<file path="config.mk">
export PLATFORM = sky130hd
export DESIGN_NAME = adc_x2_sample_scheduler
export DESIGN_NICKNAME = d
export VERILOG_FILES = /design/src/rtl/adc_x2_sample_scheduler.sv
export SDC_FILE = /design/constraint.sdc
export NUM_CORES = 1
export LEC_CHECK = 0
export CAP_MARGIN = 10
export CORE_MARGIN = 3
export CORE_UTILIZATION = 53
export CTS_CLUSTER_DIAMETER = 150
export DETAILED_ROUTE_END_ITERATION = 10
export PLACE_DENSITY = 0.81
export SYNTH_ARGS = -nofsm -noshare
export SYNTH_HDL_FRONTEND = slang
export SYNTH_SLANG_ARGS = --single-unit
</file>
<file path="constraint.sdc">
create_clock -name SysClk -period 2.66 [get_ports SysClk]
set_clock_uncertainty 0.05 [all_clocks]
set_input_delay 0.532 -clock SysClk [delete_from_list [all_inputs] [get_ports SysClk]]
set_output_delay 0.532 -clock SysClk [all_outputs]
set_load 0.05 [all_outputs]
</file>
<file path="src/rtl/adc_x2_sample_scheduler.sv">
// rtl/adc_x2_sample_scheduler.sv - paced single-conversion sequencer for the dual ADC7476A core
//
// Purpose: runs a sample-rate timer and, on each tick, drives one conversion of the
// dual-ADC core through its start/enable/IRQ-clear controls. Captures channels A/B when
// the core reports ready and acknowledges it, then streams {Seq, B, A} to a DMA/packer
// through a 2-entry first-word fall-through FIFO.
//
// Ports:
//   SysClk, RST_n              clock, asynchronous active-low reset
//   Enable                     run request; a rising edge from idle starts a new run
//   SamplePeriod[23:0]         SysClk cycles per trigger, clamped to >= MIN_PERIOD
//   NumSamples[15:0]           samples per run, 0 = free-run until Enable drops
//   ClkDiv_In / Adc_ClkDiv     ADC SCLK divider, passed straight through
//   Adc_ChipEnable             core enable (= Enable)
//   Adc_Start                  core single-conversion start, high through LAUNCH/CONVERT
//   Adc_IrqClear               one-cycle acknowledge of the core ready flag
//   Adc_Busy, Adc_Ready        core status
//   Adc_Data_A/B[11:0]         core conversion results
//   M_Valid/M_Ready/M_Data     sample stream, M_Data = {Seq[7:0], B[11:0], A[11:0]}
//   Busy                       sequencer not idle
//   Done, Error                sticky: run complete / core timeout
//   SampleCnt[15:0]            samples captured since start (wraps)
//   OverrunCnt[7:0]            triggers missed while not waiting (saturating)
//   DropCnt[7:0]               samples lost on a full FIFO (saturating)
module adc_x2_sample_scheduler #(
    parameter int CLKDIV_W     = 4,
    parameter int MIN_PERIOD   = 64,
    parameter int TIMEOUT_CLKS = 4096
) (
    input  logic                SysClk,
    input  logic                RST_n,
    input  logic                Enable,
    input  logic [23:0]         SamplePeriod,
    input  logic [15:0]         NumSamples,
    input  logic [CLKDIV_W-1:0] ClkDiv_In,
    output logic                Adc_ChipEnable,
    output logic                Adc_Start,
    output logic [CLKDIV_W-1:0] Adc_ClkDiv,
    output logic                Adc_IrqClear,
    input  logic                Adc_Busy,
    input  logic                Adc_Ready,
    input  logic [11:0]         Adc_Data_A,
    input  logic [11:0]         Adc_Data_B,
    output logic                M_Valid,
    input  logic                M_Ready,
    output logic [31:0]         M_Data,
    output logic                Busy,
    output logic                Done,
    output logic                Error,
    output logic [15:0]         SampleCnt,
    output logic [7:0]          OverrunCnt,
    output logic [7:0]          DropCnt
);
    localparam int              TO_W    = $clog2(TIMEOUT_CLKS + 1);
    localparam logic [23:0]     MIN_P   = 24'(MIN_PERIOD);
    localparam logic [TO_W-1:0] TO_LAST = TO_W'(TIMEOUT_CLKS - 1);

    typedef enum logic [2:0] {
        S_IDLE,
        S_WAIT,
        S_LAUNCH,
        S_CONVERT,
        S_CAPTURE,
        S_CLEAR
    } state_t;

    state_t          state_q, state_d;
    logic            enable_q;
    logic [23:0]     timer_q, timer_d;
    logic [TO_W-1:0] to_cnt_q, to_cnt_d;
    logic            done_q, done_d;
    logic            error_q, error_d;
    logic [7:0]      seq_q, seq_d;
    logic [15:0]     sample_cnt_q, sample_cnt_d;
    logic [7:0]      overrun_q, overrun_d;
    logic [7:0]      drop_q, drop_d;

    logic [31:0]     fifo_mem_q [2];
    logic            fifo_wr_ptr_q;
    logic            fifo_rd_ptr_q;
    logic [1:0]      fifo_cnt_q;

    logic            start_run;
    logic            tick;
    logic            timed_out;
    logic            push_req;
    logic            fifo_pop;
    logic            fifo_accept;
    logic            fifo_push;
    logic [23:0]     period_m1;

    // A rising Enable only starts a run from idle; mid-frame edges are ignored.
    assign start_run   = Enable & ~enable_q & (state_q == S_IDLE);
    assign period_m1   = ((SamplePeriod < MIN_P) ? MIN_P : SamplePeriod) - 24'd1;
    assign tick        = Enable & (state_q != S_IDLE) & (timer_q == 24'd0);
    assign timed_out   = (to_cnt_q == TO_LAST);

    assign fifo_pop    = M_Valid & M_Ready;
    // A full FIFO still takes a push when the head leaves in the same cycle.
    assign fifo_accept = (fifo_cnt_q != 2'd2) | fifo_pop;
    assign fifo_push   = push_req & fifo_accept;

    assign Adc_ChipEnable = Enable;
    assign Adc_ClkDiv     = ClkDiv_In;
    assign M_Valid        = (fifo_cnt_q != 2'd0);
    assign M_Data         = fifo_mem_q[fifo_rd_ptr_q];
    assign Busy           = (state_q != S_IDLE);
    assign Done           = done_q;
    assign Error          = error_q;
    assign SampleCnt      = sample_cnt_q;
    assign OverrunCnt     = overrun_q;
    assign DropCnt        = drop_q;

    // Sample-rate timer: loaded on run start so the first tick lands one period later.
    always_comb begin
        timer_d = timer_q;
        if (start_run) begin
            timer_d = period_m1;
        end else if (!Enable || (state_q == S_IDLE)) begin
            timer_d = 24'd0;
        end else if (timer_q == 24'd0) begin
            timer_d = period_m1;
        end else begin
            timer_d = timer_q - 24'd1;
        end
    end

    always_comb begin
        state_d      = state_q;
        Adc_Start    = 1'b0;
        Adc_IrqClear = 1'b0;
        push_req     = 1'b0;
        done_d       = done_q;
        error_d      = error_q;
        seq_d        = seq_q;
        sample_cnt_d = sample_cnt_q;
        overrun_d    = overrun_q;
        drop_d       = drop_q;

        unique case (state_q)
            S_IDLE: begin
                if (start_run) begin
                    state_d      = S_WAIT;
                    done_d       = 1'b0;
                    error_d      = 1'b0;
                    seq_d        = 8'd0;
                    sample_cnt_d = 16'd0;
                    overrun_d    = 8'd0;
                    drop_d       = 8'd0;
                end
            end
            S_WAIT: begin
                if (!Enable) begin
                    state_d = S_IDLE;
                end else if (tick) begin
                    state_d = S_LAUNCH;
                end
            end
            S_LAUNCH, S_CONVERT: begin
                if (timed_out) begin
                    // Abort: drop start and clear whatever the core may have flagged.
                    error_d      = 1'b1;
                    Adc_IrqClear = 1'b1;
                    state_d      = S_IDLE;
                end else begin
                    Adc_Start = 1'b1;
                    if ((state_q == S_LAUNCH) && Adc_Busy) begin
                        state_d = S_CONVERT;
                    end else if ((state_q == S_CONVERT) && Adc_Ready && !Adc_Busy) begin
                        state_d = S_CAPTURE;
                    end
                end
            end
            S_CAPTURE: begin
                push_req     = 1'b1;
                Adc_IrqClear = 1'b1;
                seq_d        = seq_q + 8'd1;
                sample_cnt_d = sample_cnt_q + 16'd1;
                if (!fifo_accept && (drop_q != 8'hFF)) begin
                    drop_d = drop_q + 8'd1;
                end
                state_d = S_CLEAR;
            end
            S_CLEAR: begin
                if (!Adc_Ready) begin
                    if ((NumSamples != 16'd0) && (sample_cnt_q == NumSamples)) begin
                        done_d  = 1'b1;
                        state_d = S_IDLE;
                    end else if (!Enable) begin
                        state_d = S_IDLE;
                    end else begin
                        state_d = S_WAIT;
                    end
                end
            end
            default: state_d = S_IDLE;
        endcase

        // Triggers arriving while a frame is still in flight are counted, not queued.
        if (tick && (state_q != S_WAIT) && (overrun_d != 8'hFF)) begin
            overrun_d = overrun_d + 8'd1;
        end
    end

    // Cycles spent in the current state; restarts on every transition.
    always_comb begin
        if (state_d != state_q) begin
            to_cnt_d = '0;
        end else if (to_cnt_q != TO_LAST) begin
            to_cnt_d = to_cnt_q + TO_W'(1);
        end else begin
            to_cnt_d = to_cnt_q;
        end
    end

    always_ff @(posedge SysClk or negedge RST_n) begin
        if (!RST_n) begin
            state_q      <= S_IDLE;
            enable_q     <= 1'b0;
            timer_q      <= 24'd0;
            to_cnt_q     <= '0;
            done_q       <= 1'b0;
            error_q      <= 1'b0;
            seq_q        <= 8'd0;
            sample_cnt_q <= 16'd0;
            overrun_q    <= 8'd0;
            drop_q       <= 8'd0;
        end else begin
            state_q      <= state_d;
            enable_q     <= Enable;
            timer_q      <= timer_d;
            to_cnt_q     <= to_cnt_d;
            done_q       <= done_d;
            error_q      <= error_d;
            seq_q        <= seq_d;
            sample_cnt_q <= sample_cnt_d;
            overrun_q    <= overrun_d;
            drop_q       <= drop_d;
        end
    end

    always_ff @(posedge SysClk or negedge RST_n) begin
        if (!RST_n) begin
            fifo_mem_q[0] <= 32'd0;
            fifo_mem_q[1] <= 32'd0;
            fifo_wr_ptr_q <= 1'b0;
            fifo_rd_ptr_q <= 1'b0;
            fifo_cnt_q    <= 2'd0;
        end else begin
            if (fifo_push) begin
                fifo_mem_q[fifo_wr_ptr_q] <= {seq_q, Adc_Data_B, Adc_Data_A};
                fifo_wr_ptr_q             <= ~fifo_wr_ptr_q;
            end
            if (fifo_pop) begin
                fifo_rd_ptr_q <= ~fifo_rd_ptr_q;
            end
            case ({fifo_push, fifo_pop})
                2'b10:   fifo_cnt_q <= fifo_cnt_q + 2'd1;
                2'b01:   fifo_cnt_q <= fifo_cnt_q - 2'd1;
                default: fifo_cnt_q <= fifo_cnt_q;
            endcase
        end
    end

endmodule
</file>
# Word level (Yosys, flattened, before mapping)
# Index checks and enable logic that the tools add are counted.
[classes]
n_addsub = 9
magnitude_cmp = 4
n_eq_ne = 20
muxes = 43
bitwise = 12
n_reduce_logical = 27
[ops]
columns = ["op", "n"]
rows = [
  ["$mux 32", 4],
  ["$mux 24", 4],
  ["$bwmux 64", 1],
  ["$sub 24x1->24 const B", 2],
  ["$mux 8", 5],
  ["$demux 32 s1", 1],
  ["$pmux 16 s2", 1],
  ["$pmux 8 s2", 2],
  ["$mux 13", 2],
  ["$add 8x1->8 const B", 3],
  ["$logic_not 24->1", 1],
  ["$lt 24x7->1 const B", 1],
  ["$mux 3", 7],
  ["$add 16x1->16 const B", 1],
  ["$eq 16x16->1", 1],
  ["$mux 16", 1],
  ["$ne 8x8->1 const B", 2],
  ["$reduce_bool 16->1", 1],
  ["$pmux 3 s5", 1],
  ["$add 13x1->13 const B", 1],
  ["$eq 13x12->1 const B", 1],
  ["$ne 13x12->1 const B", 1],
  ["$ne 2x2->1 const B", 6],
  ["$reduce_bool 2->1", 6],
  ["27 further kinds", 59],
]
[totals]
regBits = 151
in_bits = 74
out_inout_bits = 75
elab_cells = 130

# Depth between registers and ports, before layout
[logic_depth]
depth_word = 9
depth_mapped = 12
ltp_nobuf = 10

# Least setup slack after synthesis
# No wires, ideal clock.
[synth_path]
path_type = "input port to flip-flop"
startpoint = "input SamplePeriod[14]"
endpoint = "register timer_q[18]"
setup_time_ns = 0.138
t_arrival_ns = 3.278
required_ns = 2.472
setup_slack_ns = -0.806
stages = 12
path_buffers = 2
cell_sequence = "or4_4 or4_1 buf_2 or3_1 buf_2 nand2_1 ha_1 nand2_1 a211o_1 nor4_1 xnor2_1 o22ai_1"
[synth_via]
elab_chain_len = 6
[synth_rtl]
columns = ["item", "line", "text"]
rows = [
  ["start, declared", "33", "input logic [23:0] SamplePeriod,"],
  ["$lt 24x7->1", "94", "assign period_m1 = ((SamplePeriod < MIN_P) ? MIN_P : SamplePeriod) - 24'd1;"],
  ["$mux 24 *", "94", ""],
  ["$sub 24x1->24 *", "94", ""],
  ["$mux 24", "121", "end else if (timer_q == 24'd0) begin"],
  ["$mux 24", "119", "end else if (!Enable || (state_q == S_IDLE)) begin"],
  ["$mux 24 *", "117", "if (start_run) begin"],
  ["net timer_d[18]", "69", "logic [23:0] timer_q, timer_d;"],
  ["end signal, assigned", "231", "timer_q <= timer_d;"],
  ["end, declared", "69", ""],
]
# The timed path passes the listed nets; every way through them passes the cells marked *.
# A chain may end at the register's enable or synchronous reset.

# Worst setup path after layout
[layout_path]
startpoint = "input SamplePeriod[13]"
endpoint = "register timer_q[18]"
# The elaborated chain is that of the path after synthesis.

==> results.ini <==
[power]
p_seq_frac=0.312
power_density_nw_per_um2=1020
leakagePower_nw=4.84
ir_worst_vdd_uv=527
sw_frac_of_total=0.412
p_comb_frac=0.483
power.share.clock=0.204
intPower_mw=6.48
p_sw_mw=4.53

[layout]
nFillCells=998
nNetsFinal=1025
post-route-util=0.739
diodes=0
drive_above_1_share=0.301
multi_input_comb_area_um2=4130
final_cell_area_um2=10800
ff_latch_area_um2=3780
syn2layout_area_growth_pct=35.9

[global_route]
grt_max_degree=51
grt_pass1_vias=6725
use_met2=0.424
gr-max-usage-layer=met2
met3_usage=0.0477
met1_usage=0.303
grt_use_total=0.243
antenna_found_initial=0
grt_pass1_wl_mm=32.2
gr-total-overflow=0

[routing]
num_vias=6504
drt-initial-drc-count=323
first_pass_iters=4
ant_nets=0
drc=0
routed_wl_mm=19.9
via_per_inst=5.72
wl_per_cell_um=17.5

[synth]
synth_edf_count=0
syn_avg_cell_area_um2=10.7
synth_ff_type=dfrtp_1
ys_ff_latch=151
synth_top_area_share=0.476
ys_types=58
netlist_instances=742
ys_seq_area_frac=0.476
synth.most_common_cell=dfrtp_1
synth_common_cells=dfrtp_1, mux2_2, nand2_1
yosysTopAreaCell=dfrtp_1
ys_warn_count=0
synth_area_um2=7940
synth_area_leaders=dfrtp_1, mux2_2, xor2_1
async_flop_share=1.00
synth_nets=825

[floorplanning]
start_util=0.544
die_y_um=128
io_pins=149
core_area_um2=14600
die_area_um2=16500
rows=44
die_w_um=128

[placement]
gp_congestion=0.866
hpwl_mm=14.0
placed_area_um2=10100
io_buffers=140
dp_slack_ns=-0.972

[timing]
min_period_ns=2.92
fin_crit_sh=1.10
slew_headroom=0.616
grt_setup_unrepaired=true
fin_hold_ws_ns=0.427
slew_viol_final=0
finalHoldViolCount=0
tightest_slew_ns=0.574
setup_violations=8
clock.fmax_mhz=343
finalSetupTns_ns=-1.49
setup_slack_ns=-0.257

[critical_path]
cp.required_ns=2.91
crit_path_max_fanout=4
worstReg2RegEnd=to_cnt_q[1]
critPathLaunchType=input port
end_kind=register
reg2regPathDepth=7
startpoint=SamplePeriod[13]
arrival_ns=3.17
endpoint=timer_q[18]
critPathKind=input port to register
r2r_start=timer_q[9]
ff2ff_setup_slack_ns=0.16

[job]
drv_cap=0

[min_path]
min_path_type=register to register

[outcome]
failed_checks=setup timing
status=finished with violations

[cts]
clkTransAtPathRegs_ns=0.06
cts_tree=built
clk_latency_ns=0.42
cts_buffer_depth=2
clock-root-buffer=clkbuf_16
htreeDepth=4
cts_buffers=17
cts_sinks=151

## state kept, by name (all words and copies together), names as in the netlist, 2 cells and up
| register | flops |
|---|---|
| DropCnt | 8 |
| timer_q | 24 |
| to_cnt_q | 13 |
| seq_q | 8 |
| SampleCnt | 16 |
| fifo_mem_q | 64 |
| fifo_cnt_q | 2 |
| OverrunCnt | 8 |
| state_q | 3 |
## area by class of cell
class	instances	area share
Clock inverter	12	0.00975
Clock buffer	19	0.0420
Multi-Input combinational cell	544	0.383
Inverter	8	0.00278
Tap cell	184	0.0214
Sequential cell	151	0.350
Timing Repair Buffer	220	0.191
## power by group through the flow
stage | Clock, mW | Combinational (mW) | Sequential, mW
3_3_place_gp | 0 | 5.13 | 3.40
2_1_floorplan | 0 | 3.63 | 3.44
4_1_cts | 2.29 | 5.31 | 3.43
5_1_grt | 2.38 | 5.67 | 3.52
3_5_place_dp | 0 | 5.25 | 3.46
6_report | 2.25 | 5.32 | 3.44
## worst min-delay path by stage
stage	start	cells after the start	slack [ns]	to
final	fifo_mem_q[62]	1	0.43	fifo_mem_q[62]
after CTS	fifo_mem_q[62]	1	0.43	fifo_mem_q[62]
after global placement	Error	2	0.41	Error
after floorplan	RST_n	0	0.19	Done
after global routing	fifo_mem_q[19]	1	0.46	fifo_mem_q[19]
after detailed placement	fifo_mem_q[62]	1	0.42	fifo_mem_q[62]
## cells in the final DEF, fill, tap and decap left out, drive strengths merged, types with 9 or more instances in the layout
cell type	netlist	routed
a21oi	19	19
and2	9	9
and3	23	23
buf	11	119
clkbuf	28	19
clkdlybuf4s50	0	92
clkinv	0	9
dfrtp	151	151
ha	9	9
mux2	98	98
mux2i	10	10
nand2	64	64
nand3	31	31
nand4	13	13
nor2	38	38
nor3	17	17
nor4	18	18
o21ai	39	39
o22ai	18	18
or3	9	9
xnor2	26	26
xor2	49	49
## routing by layer
metal | part of all wire | vias up
met5 | 0 | -
met4 | 0.018 | 0
met3 | 0.052 | 30
met2 | 0.52 | 192
met1 | 0.42 | 3215
li1 | - | 3067
## per-stage QoR
stage | std cells | power (mW)
floorplan | 742 | 7.06
global placement | 1100 | 8.53
detailed placement | 1100 | 8.70
CTS | 1136 | 11.0
global route | 1138 | 11.6
finish | 1138 | 11.0
## timing repair
action                                  4_1_cts  5_1_grt
endpoints found under the hold margin         9        0
buffers inserted                              4        3
cloned                                        0        0
resized for setup                            31       14
hold buffers                                  1        0
endpoints found under the setup margin       13       25
pin swaps                                    19       22
## worst max-delay path: stages
cell and delay [ns]:
buf_6 0.09, or4_4 0.52, or4_4 0.46, or3_4 0.45, nand2_4 0.09, ha_4 0.14
nand2_4 0.05, a211o_4 0.30, buf_4 0.15, nor4_4 0.14, xnor2_1 0.15, o22ai_1 0.09
## logic make-up after synthesis
logic type	after synthesis	share of synthesized area
and+or+nand+nor	250	0.165
DFF	151	0.476
muxes	108	0.152
AOI/OAI and AO/OA	102	0.0842
xor gates and xnor gates	75	0.0828
buffers and inverters	47	0.0263
adders and majority gates	9	0.0142
Power figures use the tool's default switching activity.
